<file path="src/rtl/clock_step_controller.sv">
// Single-step / slow / fast clock-enable generator for a CPU core, with a
// synchronized and debounced step button and a sticky halt latch.
module clock_step_controller #(
    parameter int unsigned SLOW_DIV  = 100000000,
    parameter int unsigned DB_CYCLES = 1000000
) (
    input  logic        clk_in,
    input  logic        rst_n,
    input  logic [1:0]  mode,
    input  logic        step_btn,
    input  logic        halt_req,
    input  logic        resume,
    output logic        cpu_en,
    output logic        halted,
    output logic [1:0]  state,
    output logic [15:0] step_cnt
);

    typedef enum logic [1:0] {
        S_HALT = 2'b00,
        S_STEP = 2'b01,
        S_SLOW = 2'b10,
        S_FAST = 2'b11
    } state_t;

    localparam logic [27:0] DIV_LAST = 28'(SLOW_DIV - 1);
    localparam logic [23:0] DB_LAST  = 24'(DB_CYCLES - 1);

    logic        sync_q1, sync_q2;
    logic        db_level, db_prev;
    logic [23:0] db_cnt;
    logic        step_evt;

    state_t      state_q, state_d;
    logic [27:0] div_q, div_d;
    logic        cpu_en_d, halted_d;

    // NOTE: sequential state is written only with <= so every flop samples
    // the pre-edge value of every other flop, independent of block order.
    always_ff @(posedge clk_in or negedge rst_n) begin
        if (!rst_n) begin
            sync_q1 <= 1'b0;
            sync_q2 <= 1'b0;
        end else begin
            sync_q1 <= step_btn;
            sync_q2 <= sync_q1;
        end
    end

    // The level moves only after DB_CYCLES consecutive disagreeing samples.
    always_ff @(posedge clk_in or negedge rst_n) begin
        if (!rst_n) begin
            db_level <= 1'b0;
            db_prev  <= 1'b0;
            db_cnt   <= '0;
        end else begin
            db_prev <= db_level;
            if (sync_q2 == db_level) begin
                db_cnt <= '0;
            end else if (db_cnt == DB_LAST) begin
                db_level <= sync_q2;
                db_cnt   <= '0;
            end else begin
                db_cnt <= db_cnt + 24'd1;
            end
        end
    end

    assign step_evt = db_level & ~db_prev;

    always_ff @(posedge clk_in or negedge rst_n) begin
        if (!rst_n) begin
            state_q  <= S_HALT;
            div_q    <= '0;
            cpu_en   <= 1'b0;
            halted   <= 1'b0;
            step_cnt <= '0;
        end else begin
            state_q  <= state_d;
            div_q    <= div_d;
            cpu_en   <= cpu_en_d;
            halted   <= halted_d;
            step_cnt <= step_cnt + {15'd0, cpu_en};
        end
    end

    // NOTE: every output of this block gets a default first, so no path
    // through it can leave a value unassigned and infer a latch.
    always_comb begin
        state_d  = halted ? S_HALT : state_t'(mode);
        div_d    = '0;
        cpu_en_d = 1'b0;
        halted_d = halted;

        if (state_q == S_SLOW && state_d == S_SLOW && div_q != DIV_LAST)
            div_d = div_q + 28'd1;

        unique case (state_q)
            S_HALT: cpu_en_d = 1'b0;
            S_STEP: cpu_en_d = step_evt;
            S_SLOW: cpu_en_d = (div_q == DIV_LAST);
            S_FAST: cpu_en_d = 1'b1;
        endcase

        // A halt request kills the enable on the same edge it is seen.
        if (halt_req || halted)
            cpu_en_d = 1'b0;

        if (halt_req)
            halted_d = 1'b1;
        else if (resume)
            halted_d = 1'b0;
    end

    assign state = state_q;

endmodule

</file>
<file path="config.mk">
export PLATFORM = sky130hd
export DESIGN_NAME = clock_step_controller
export DESIGN_NICKNAME = d
export VERILOG_FILES = /design/src/rtl/clock_step_controller.sv
export SDC_FILE = /design/constraint.sdc
export NUM_CORES = 1
export LEC_CHECK = 0
export ABC_AREA = 1
export CAP_MARGIN = 30
export CORE_MARGIN = 3
export CORE_UTILIZATION = 61
export CTS_BUF_LIST = sky130_fd_sc_hd__clkbuf_8
export DETAILED_ROUTE_END_ITERATION = 8
export PLACE_DENSITY = 0.82
export SYNTH_ARGS = -nofsm -noshare
export SYNTH_HDL_FRONTEND = slang
export SYNTH_SLANG_ARGS = --single-unit
export TNS_END_PERCENT = 5
</file>
<file path="constraint.sdc">
create_clock -name clk_in -period 1.7 [get_ports clk_in]
set_input_delay 0.255 -clock clk_in [delete_from_list [all_inputs] [get_ports clk_in]]
set_output_delay 0.255 -clock clk_in [all_outputs]
set_load 0.1 [all_outputs]
</file>
Word level (Yosys, flattened, before mapping). Index checks and enable logic that the tools add are counted. W data, S select, Z words.

Mux-type cells: 8. Add/sub/neg operators: 3. Reductions and logical operators: 6. Bitwise gates (word level): 3. Eq/ne operators: 8.

Operator list (count): $mux W24 (2); $add A28 B1 Y28 const B (1); $eq A28 B27 Y1 const B (1); $mux W28 (1); $ne A28 B27 Y1 const B (1); $add A24 B1 Y24 const B (1); $eq A24 B20 Y1 const B (1); $add A16 B1 Y16 (1); $eq A2 B2 Y1 const B (3); $pmux W1 S4 (1); $mux W1 (3); $eq A2 B1 Y1 const B (1); $logic_and A1 B1 Y1 (2); $logic_not A2 Y1 (1); $mux W2 (1); $not A1 Y1 (2); $reduce_and A2 Y1 (1); $reduce_bool A2 Y1 (1); $and A1 B1 Y1 (1); $eq A1 B1 Y1 (1); $logic_or A1 B1 Y1 (1).

Output and inout port bits: 20. Bits of input ports: 7. Word-level logic and storage cells: 38. Register bits after elaboration: 76.

Longest topological paths before layout. Gate-level depths: netlist of run 1.

Word-level depth: 5. Mapped depth: 9. Gate-level depth less buffers: 9.

Least setup slack after synthesis of run 1. Ideal clock, no wire load.

Path type: register -> register. Start: register step_cnt[0]. End: register step_cnt[12]. Cell stages (with the launch flop): 8. Clock period less this slack: 2234 ps. Arrival: 2071 ps. Library setup time: 163 ps. Path slack: -534 ps. Buffers on the path: 0. Data required time: 1537 ps. Cells stage by stage: dfrtp_1 ha_1 ha_1 nand2_1 nor3b_2 nand2_1 nor2_1 xor2_1.

Longest elaborated chain between the ends: 1.

RTL lines: start: declaration (RTL line 16) `output logic [15:0] step_cnt`; start signal: assignment (RTL line 83) `step_cnt <= step_cnt + {15'd0, cpu_en};`; $add A16 B1 Y16 (RTL line 83).

No other way between the ends. A chain may end at the register's enable or synchronous reset.

Worst setup path in the final report of run 1.
Start: register cpu_en. End: register step_cnt[11].

Longest elaborated chain between the ends: 1.

RTL lines: start: declaration (RTL line 13) `output logic cpu_en,`; start signal: assignment (RTL line 81) `cpu_en <= cpu_en_d;`; $add A16 B1 Y16 (RTL line 83).

No other way between the ends.

==> results of run 1 <==
==> flip-flops by register name, summed over array words and instances (netlist names) <==
register  count
db_prev       1
halted        1
sync_q2       1
state         2
db_level      1
sync_q1       1
step_cnt     16
cpu_en        1
div_q        28
db_cnt       24
==> cell type report <==
| type | count | share of cell area |
|---|---|---|
| clock buffers | 10 | 0.0268 |
| clock inverters | 6 | 0.0170 |
| inverters | 58 | 0.0424 |
| well taps | 77 | 0.0187 |
| flip-flops and latches | 76 | 0.374 |
| multi-input cells | 435 | 0.404 |
| repair buffers | 43 | 0.117 |
==> repair_timing <==
action	in CTS	in global routing
endpoints found under the setup margin	3	40
setup buffers	0	2
endpoints found under the hold margin	31	0
hold buffers	1	0
pin swaps	3	2
gates cloned	0	1
resized for setup	1	4
==> how the worst max path moves through the flow <==
stage	end	slack (ns)	cells past startpoint	startpoint
2_1_floorplan	step_cnt[12]$_DFF_PN0_	-0.005	7	step_cnt[0]$_DFF_PN0_
3_3_place_gp	db_level$_DFFE_PN0P_	0.04	7	db_cnt[0]$_DFF_PN0_
3_5_place_dp	db_level$_DFFE_PN0P_	-0.03	7	db_cnt[0]$_DFF_PN0_
4_1_cts	div_q[12]$_DFF_PN0_	0.009	6	div_q[0]$_DFF_PN0_
5_1_grt	step_cnt[11]$_DFF_PN0_	-0.05	6	cpu_en$_DFF_PN0_
6_report	step_cnt[11]$_DFF_PN0_	0.07	6	cpu_en$_DFF_PN0_
==> metrics by stage <==
stage / setup WS, ns / TNS (ns) / power [W] / hold WS, ns
floorplan: -0.00470 / -0.00470 / 0.00199 / -0.0406
global placement: 0.0387 / 0 / 0.00210 / 0.224
detailed placement: -0.0251 / -0.0251 / 0.00211 / 0.224
CTS: 0.00906 / 0 / 0.00366 / 0.333
global route: -0.0501 / -0.156 / 0.00375 / 0.329
finish: 0.0674 / 0 / 0.00364 / 0.342
==> cell usage in the layout, fill, tap and decap left out <==
| master | count |
|---|---|
| ha_1 | 1 |
| clkdlybuf4s50_1 | 5 |
| buf_4 | 16 |
| xnor2_1 | 14 |
| nor3b_4 | 1 |
| dfrtp_4 | 2 |
| clkinv_1 | 1 |
| nor2_1 | 153 |
| xor2_1 | 20 |
| nand3_2 | 1 |
| nor2_4 | 3 |
| inv_1 | 58 |
| nand3_1 | 35 |
| dfrtp_1 | 65 |
| nand2_2 | 3 |
| a31oi_1 | 1 |
| o21bai_4 | 2 |
| buf_12 | 21 |
| nand4_1 | 6 |
| nor3_1 | 8 |
| clkbuf_8 | 10 |
| o21ai_1 | 3 |
| bufinv_16 | 2 |
| ha_4 | 3 |
| o211ai_1 | 1 |
| nor2_2 | 2 |
| nand3b_1 | 1 |
| inv_6 | 1 |
| nor3b_1 | 2 |
| nand2_1 | 166 |
| o21ai_0 | 4 |
| clkinvlp_4 | 2 |
| nand3b_4 | 1 |
| dlygate4sd3_1 | 1 |
| dfrtp_2 | 9 |
| a21oi_1 | 4 |
==> power by group <==
part	switching, W	internal [W]
clock	0.000693	0.000867
sequential	0.0000264	0.00183
combinational	0.000148	0.0000756
total	0.000867	0.00277
==> cells in the mapped netlist, drive strengths merged, types with 2 or more instances <==
library cell  instances
dfrtp                76
clkbuf                2
inv                  57
nor2                158
buf                   3
o21ai                 7
a21oi                 4
xor2                 20
ha                    4
xnor2                14
nand3                36
nand2               169
nor3                  8
nand3b                2
nor3b                 3
nand4                 6
==> routing by layer <==
layer  GRT usage  wire [um]  vias up
li1            -          -     1864
met1       0.393       4500     1804
met2       0.460       4700      143
met3      0.0559        847       17
met4      0.0769        131        0
met5           0          0        -
==> worst max-delay path, cell delays in order, from the launching register on <==
cell and delay (ns):
dfrtp_4 0.46, ha_4 0.16, nand3_1 0.12, nor2_2 0.17, nand2_1 0.14, nor3_1 0.28, xor2_1 0.21
==> cells by family after synthesis <==
family	Yosys count	share of synthesized area
xor+xnor	34	0.0715
fa+ha+maj	4	0.0120
flops	76	0.457
simple gates	382	0.378
buf+inv	63	0.0607
compound gates	14	0.0210
==> out/results.ini, run 1 <==
[grt]
track_usage = 0.284
antenna_found_initial = 0
grt_max_degree = 37
grt_pass1_wl_um = 17000
grt_pass1_vias = 3583
grt_overflow = 0

[critical_path]
r2r_cells = 6
r2r-start = cpu_en$_DFF_PN0_
critPathKind = reg2reg
cp-end-kind = register
worstPathRequired_ns = 1.97
crit_arrival_ns = 1.90
r2r_end = step_cnt[11]$_DFF_PN0_
crit_path_start_kind = register
r2r_setup_slack_ns = 0.07
crit_fanout = 3

[drt]
viasPerCell = 5.43
wl_per_cell_um = 14.4
final_antenna_net_count = 0
firstDrtPassIters = 5
wirelength_um = 10200
drtIter0Drc = 262
via_count = 3828
drc_errors = 0

[yosys]
synth_edf_count = 0
synth-warning-count = 0
synth_top_area_share = 0.457
synth_top_cell_by_area = dfrtp_1
synthTopCellsByArea = dfrtp_1, nand2_1, nor2_1
synthArstFlopShare = 1.00
synth.net_count = 584
synth-main-ff-cell = dfrtp_1
synth_area_sq_mm = 0.00417
netlist_instances = 573
ys_seq_elements = 76
yosysSeqAreaShare = 0.457
ys_types = 28
syn_avg_cell_area_sq_um = 7.27

[sta]
post-route-period-util = 0.960
slew_violations = 0
setup_viol = 0
min_period_ns = 1.63
tightestPinTransition_ns = 0.421
relSlewSlack = 0.719
final_hold_viol_count = 0
finClkSkew_ns = 0.0103
fmax_mhz = 613
rsz0062_at_grt = yes

[placement]
hpwl_um = 7530
gp_congestion = 1.01
portBuffers = 26
placed_area_sq_mm = 0.00486
placedCellCount = 685

[clock_tree]
cts_tree = built
cts_buffers = 9
path_clk_slew_ns = 0.08
htreeDepth = 3
cts.sinks = 76
cts_root_buffer = clkbuf_8
clock_path_buffers = 2
clk_latency_ns = 0.36

[floorplanning]
start_util = 0.641
coreArea_sq_mm = 0.00649
num_rows = 29
die_x_um = 88.6
die_area_sq_mm = 0.00786
pin_count = 27
dieHeight_um = 88.6

[hold_path]
hold_depth = 1
holdPathEnd = sync_q1$_DFF_PN0_
hold_path_startpoint = step_btn
hp-class = in2reg

[layout]
fin_util = 0.791
drive_above_1_share = 0.126
design_area_sq_mm = 0.00514
diodes = 0
fillers = 463
final_cells = 705
areaGrowthSynthToFinish_pct = 23.4
multiInputGateArea_sq_mm = 0.00208
final_nets = 634
regArea_sq_mm = 0.00192

[power_and_ir_drop]
p_leak_nw = 2.14
p_per_area_mw_per_mm2 = 708
peakVddDrop_mv = 0.577

[run]
max_cap_violations = 0

[status]
status = finished clean

Note: power is estimated with default switching activity, not from simulation.
==> run 2, diff against run 1 <==
--- a/config.mk
+++ b/config.mk
@@ -5,7 +5,6 @@
 export SDC_FILE = /design/constraint.sdc
 export NUM_CORES = 1
 export LEC_CHECK = 0
-export ABC_AREA = 1
 export CAP_MARGIN = 30
 export CORE_MARGIN = 3
 export CORE_UTILIZATION = 61
==> out/results.ini, run 2 <==
[drt]
drtIter0Drc = 419  ; was 262
final_antenna_net_count = 0  ; unchanged
firstDrtPassIters = 5  ; unchanged
viasPerCell = 6.63  ; was 5.43
via_count = 3673  ; was 3828
drc_errors = 0  ; unchanged
wirelength_um = 10700  ; was 10200 um
wl_per_cell_um = 19.4  ; was 14.4 um

[status]
violations = negative setup slack
status = finished with violations  ; was finished clean

[grt]
grt_pass1_vias = 3469  ; was 3583
grt_overflow = 0  ; unchanged
grt_max_degree = 31  ; was 37
track_usage = 0.285  ; was 0.284
antenna_found_initial = 0  ; unchanged
grt_pass1_wl_um = 16700  ; was 17000 um

[yosys]
yosysSeqAreaShare = 0.486  ; was 0.457
synth_top_area_share = 0.486  ; was 0.457
synth-warning-count = 0  ; unchanged
post-synth-top-count-cell = dfrtp_1  ; was nand2_1
ys_seq_elements = 76  ; unchanged
synth_area_sq_mm = 0.00392  ; was 0.00417 sq mm
syn_avg_cell_area_sq_um = 10.1  ; was 7.27 sq um
netlist_instances = 388  ; was 573
synth_edf_count = 0  ; unchanged
synth_top_cells_by_count = dfrtp_1, nor3_1, nor2_1  ; was nand2_1, nor2_1, dfrtp_1
synthTopCellsByArea = dfrtp_1, xnor2_1, xor2_1  ; was dfrtp_1, nand2_1, nor2_1
synth-main-ff-cell = dfrtp_1  ; unchanged
synth_top_cell_by_area = dfrtp_1  ; unchanged
ys_types = 50  ; was 28
synthArstFlopShare = 1.00  ; unchanged
synth.net_count = 399  ; was 584

[power_and_ir_drop]
peakVddDrop_mv = 0.673  ; was 0.577 mV
p_leak_nw = 2.17  ; was 2.14 nW
total_power_w = 0.00363  ; was 0.00364 W
p_per_area_mw_per_mm2 = 684  ; was 708 mW/mm^2

[floorplanning]
dieHeight_um = 86.1  ; was 88.6 um
start_util = 0.646  ; was 0.641
pin_count = 27  ; unchanged
die_area_sq_mm = 0.00742  ; was 0.00786 sq mm
die_x_um = 86.1  ; was 88.6 um
num_rows = 28  ; was 29
coreArea_sq_mm = 0.00606  ; was 0.00649 sq mm

[run]
max_cap_violations = 0  ; unchanged

[critical_path]
critPathSlowestCell = or4_1  ; was dfrtp_4
crit_family = simple AND/OR/NAND/NOR gates  ; unchanged
critPathKind = reg2reg  ; unchanged
crit_path_start_kind = register  ; unchanged
crit_arrival_ns = 2.15  ; was 1.90 ns
cp-end-kind = register  ; unchanged
critical_path_buf_inv_count = 1  ; was 0
cp_cell_sequence = or4_1, or3_4, o31ai_4, buf_6, a21oi_1  ; was ha_4, nand3_1, nor2_2, nand2_1, nor3_1, xor2_1
r2r-start = db_cnt[13]$_DFF_PN0_  ; was cpu_en$_DFF_PN0_
crit_start = db_cnt[13]$_DFF_PN0_  ; was cpu_en$_DFF_PN0_
worstPathRequired_ns = 1.92  ; was 1.97 ns
crit_fanout = 11  ; was 3
slowest_delay_ns = 0.51  ; was 0.46 ns

[sta]
rsz0062_at_grt = yes  ; unchanged
slew_violations = 0  ; unchanged
worst_slack_ns = -0.224  ; was 0.0674 ns
setup_viol = 33  ; was 0
setup_tns_ns = -5.79  ; was 0 ns
fmax_mhz = 520  ; was 613 MHz
relSlewSlack = 0.739  ; was 0.719
tightestPinTransition_ns = 0.391  ; was 0.421 ns
post-route-period-util = 1.13  ; was 0.960
final_hold_viol_count = 0  ; unchanged
min_period_ns = 1.92  ; was 1.63 ns
finClkSkew_ns = 0.0156  ; was 0.0103 ns

[placement]
gp_congestion = 0.958  ; was 1.01
placedCellCount = 537  ; was 685
portBuffers = 26  ; unchanged
hpwl_um = 6700  ; was 7530 um
dp_slack_ns = -0.198  ; was -0.0251 ns

[hold_path]
hold_path_startpoint = step_btn  ; unchanged
hp-class = in2reg  ; unchanged

[clock_tree]
cts_root_buffer = clkbuf_8  ; unchanged
post-cts-setup-buffer-count = 0  ; unchanged
htreeDepth = 3  ; unchanged
cts_buffers = 9  ; unchanged
cts.sinks = 76  ; unchanged
path_clk_slew_ns = 0.08  ; about the same
clk_latency_ns = 0.35  ; was 0.36 ns
cts_tree = built  ; unchanged
clock_path_buffers = 2  ; unchanged

[layout]
final_cell_mix = buf_4, dfrtp_1, nor3_1, nor2_1, nand3_1  ; was nand2_1, nor2_1, dfrtp_1, inv_1, nand3_1
drive_above_1_share = 0.317  ; was 0.126
areaGrowthSynthToFinish_pct = 35.5  ; was 23.4%
top_regs = div_q x28, db_cnt x24, step_cnt x16  ; unchanged
final_nets = 485  ; was 634
top_register = div_q  ; unchanged
layout_commonest_cell = buf_4  ; was nand2_1
fillers = 248  ; was 463
final_cells = 554  ; was 705
diodes = 0  ; unchanged
largest_reg_flops = 28  ; unchanged

[run 2: cell types whose count changed after synthesis, moves of 8 or more]
cell and delta:
and4_1 +11, nand2_1 -144, nor2_1 -130, nor3_1 +20, nand4_1 +15, nor4_1 +14, nand3_1 -12, inv_1 -48
or3_1 +14, xnor2_1 +8, o21ai_0 +10
[run 2: cells by family (layout without fill, tap and decap cells)]
group | after synthesis | in the layout | synth area share
AO/OA/AOI/OAI | 50 | 50 | 0.0872
XOR/XNOR | 40 | 40 | 0.0895
adder cells (fa/ha/maj) | 4 | 4 | 0.0128
buffers and inverters | 26 | 117 | 0.0377
flip-flops | 76 | 76 | 0.486
multiplexers | 4 | 4 | 0.0105
AND/OR/NAND/NOR | 188 | 188 | 0.277
[run 2: path summary, 6_finish.rpt]
check	to	slack, ns	cells past startpoint
min in group asynchronous	step_cnt[0]$_DFF_PN0_	0.36	2
max in group asynchronous	div_q[8]$_DFF_PN0_	0.69	3
setup reg to reg	db_cnt[23]$_DFF_PN0_	-0.22	5
hold reg to reg	sync_q2$_DFF_PN0_	0.35	0
setup / recovery	db_cnt[23]$_DFF_PN0_	-0.22	5
hold / removal	sync_q1$_DFF_PN0_	0.35	1
[run 2: layout make-up]
type / instances / area [sq um] / area share
Multi-Input combinational cell: 286 / 2040 / 0.384
Sequential cell: 76 / 1930 / 0.364
Timing Repair Buffer: 92 / 996 / 0.188
Clock buffer: 10 / 138 / 0.0259
Tap cell: 75 / 93.8 / 0.0177
Clock inverter: 6 / 81.3 / 0.0153
Inverter: 9 / 33.8 / 0.00636
[run 2: repair_timing]
action,CTS,global route
resized for setup,7,14
pin swaps,4,5
endpoints found under the hold margin,27,0
hold buffers,1,0
endpoints found under the setup margin,49,54
[run 2: through the flow]
stage,instance area (sq um),util,hold WS [ns]
CTS,5240,0.864,0.341
floorplan,4050,-,-0.0406
detailed placement,4980,0.822,0.202
finish,5310,0.876,0.347
global placement,4980,0.822,0.193
global route,5310,0.876,0.347
[run 2: per-layer routing]
layer	wire length [um]	vias to the layer above	track usage
met5	0	-	0
met4	343	0	0.117
met3	910	37	0.0519
met2	5340	242	0.465
met1	4150	1768	0.377
li1	-	1626	-
[run 2: where the power goes]
group	leakage (nW)	internal (W)	switching (W)
clock network	0.119	0.000857	0.000661
registers	1.02	0.00183	0.0000277
logic	1.03	0.0000935	0.000160
total	2.17	0.00278	0.000849
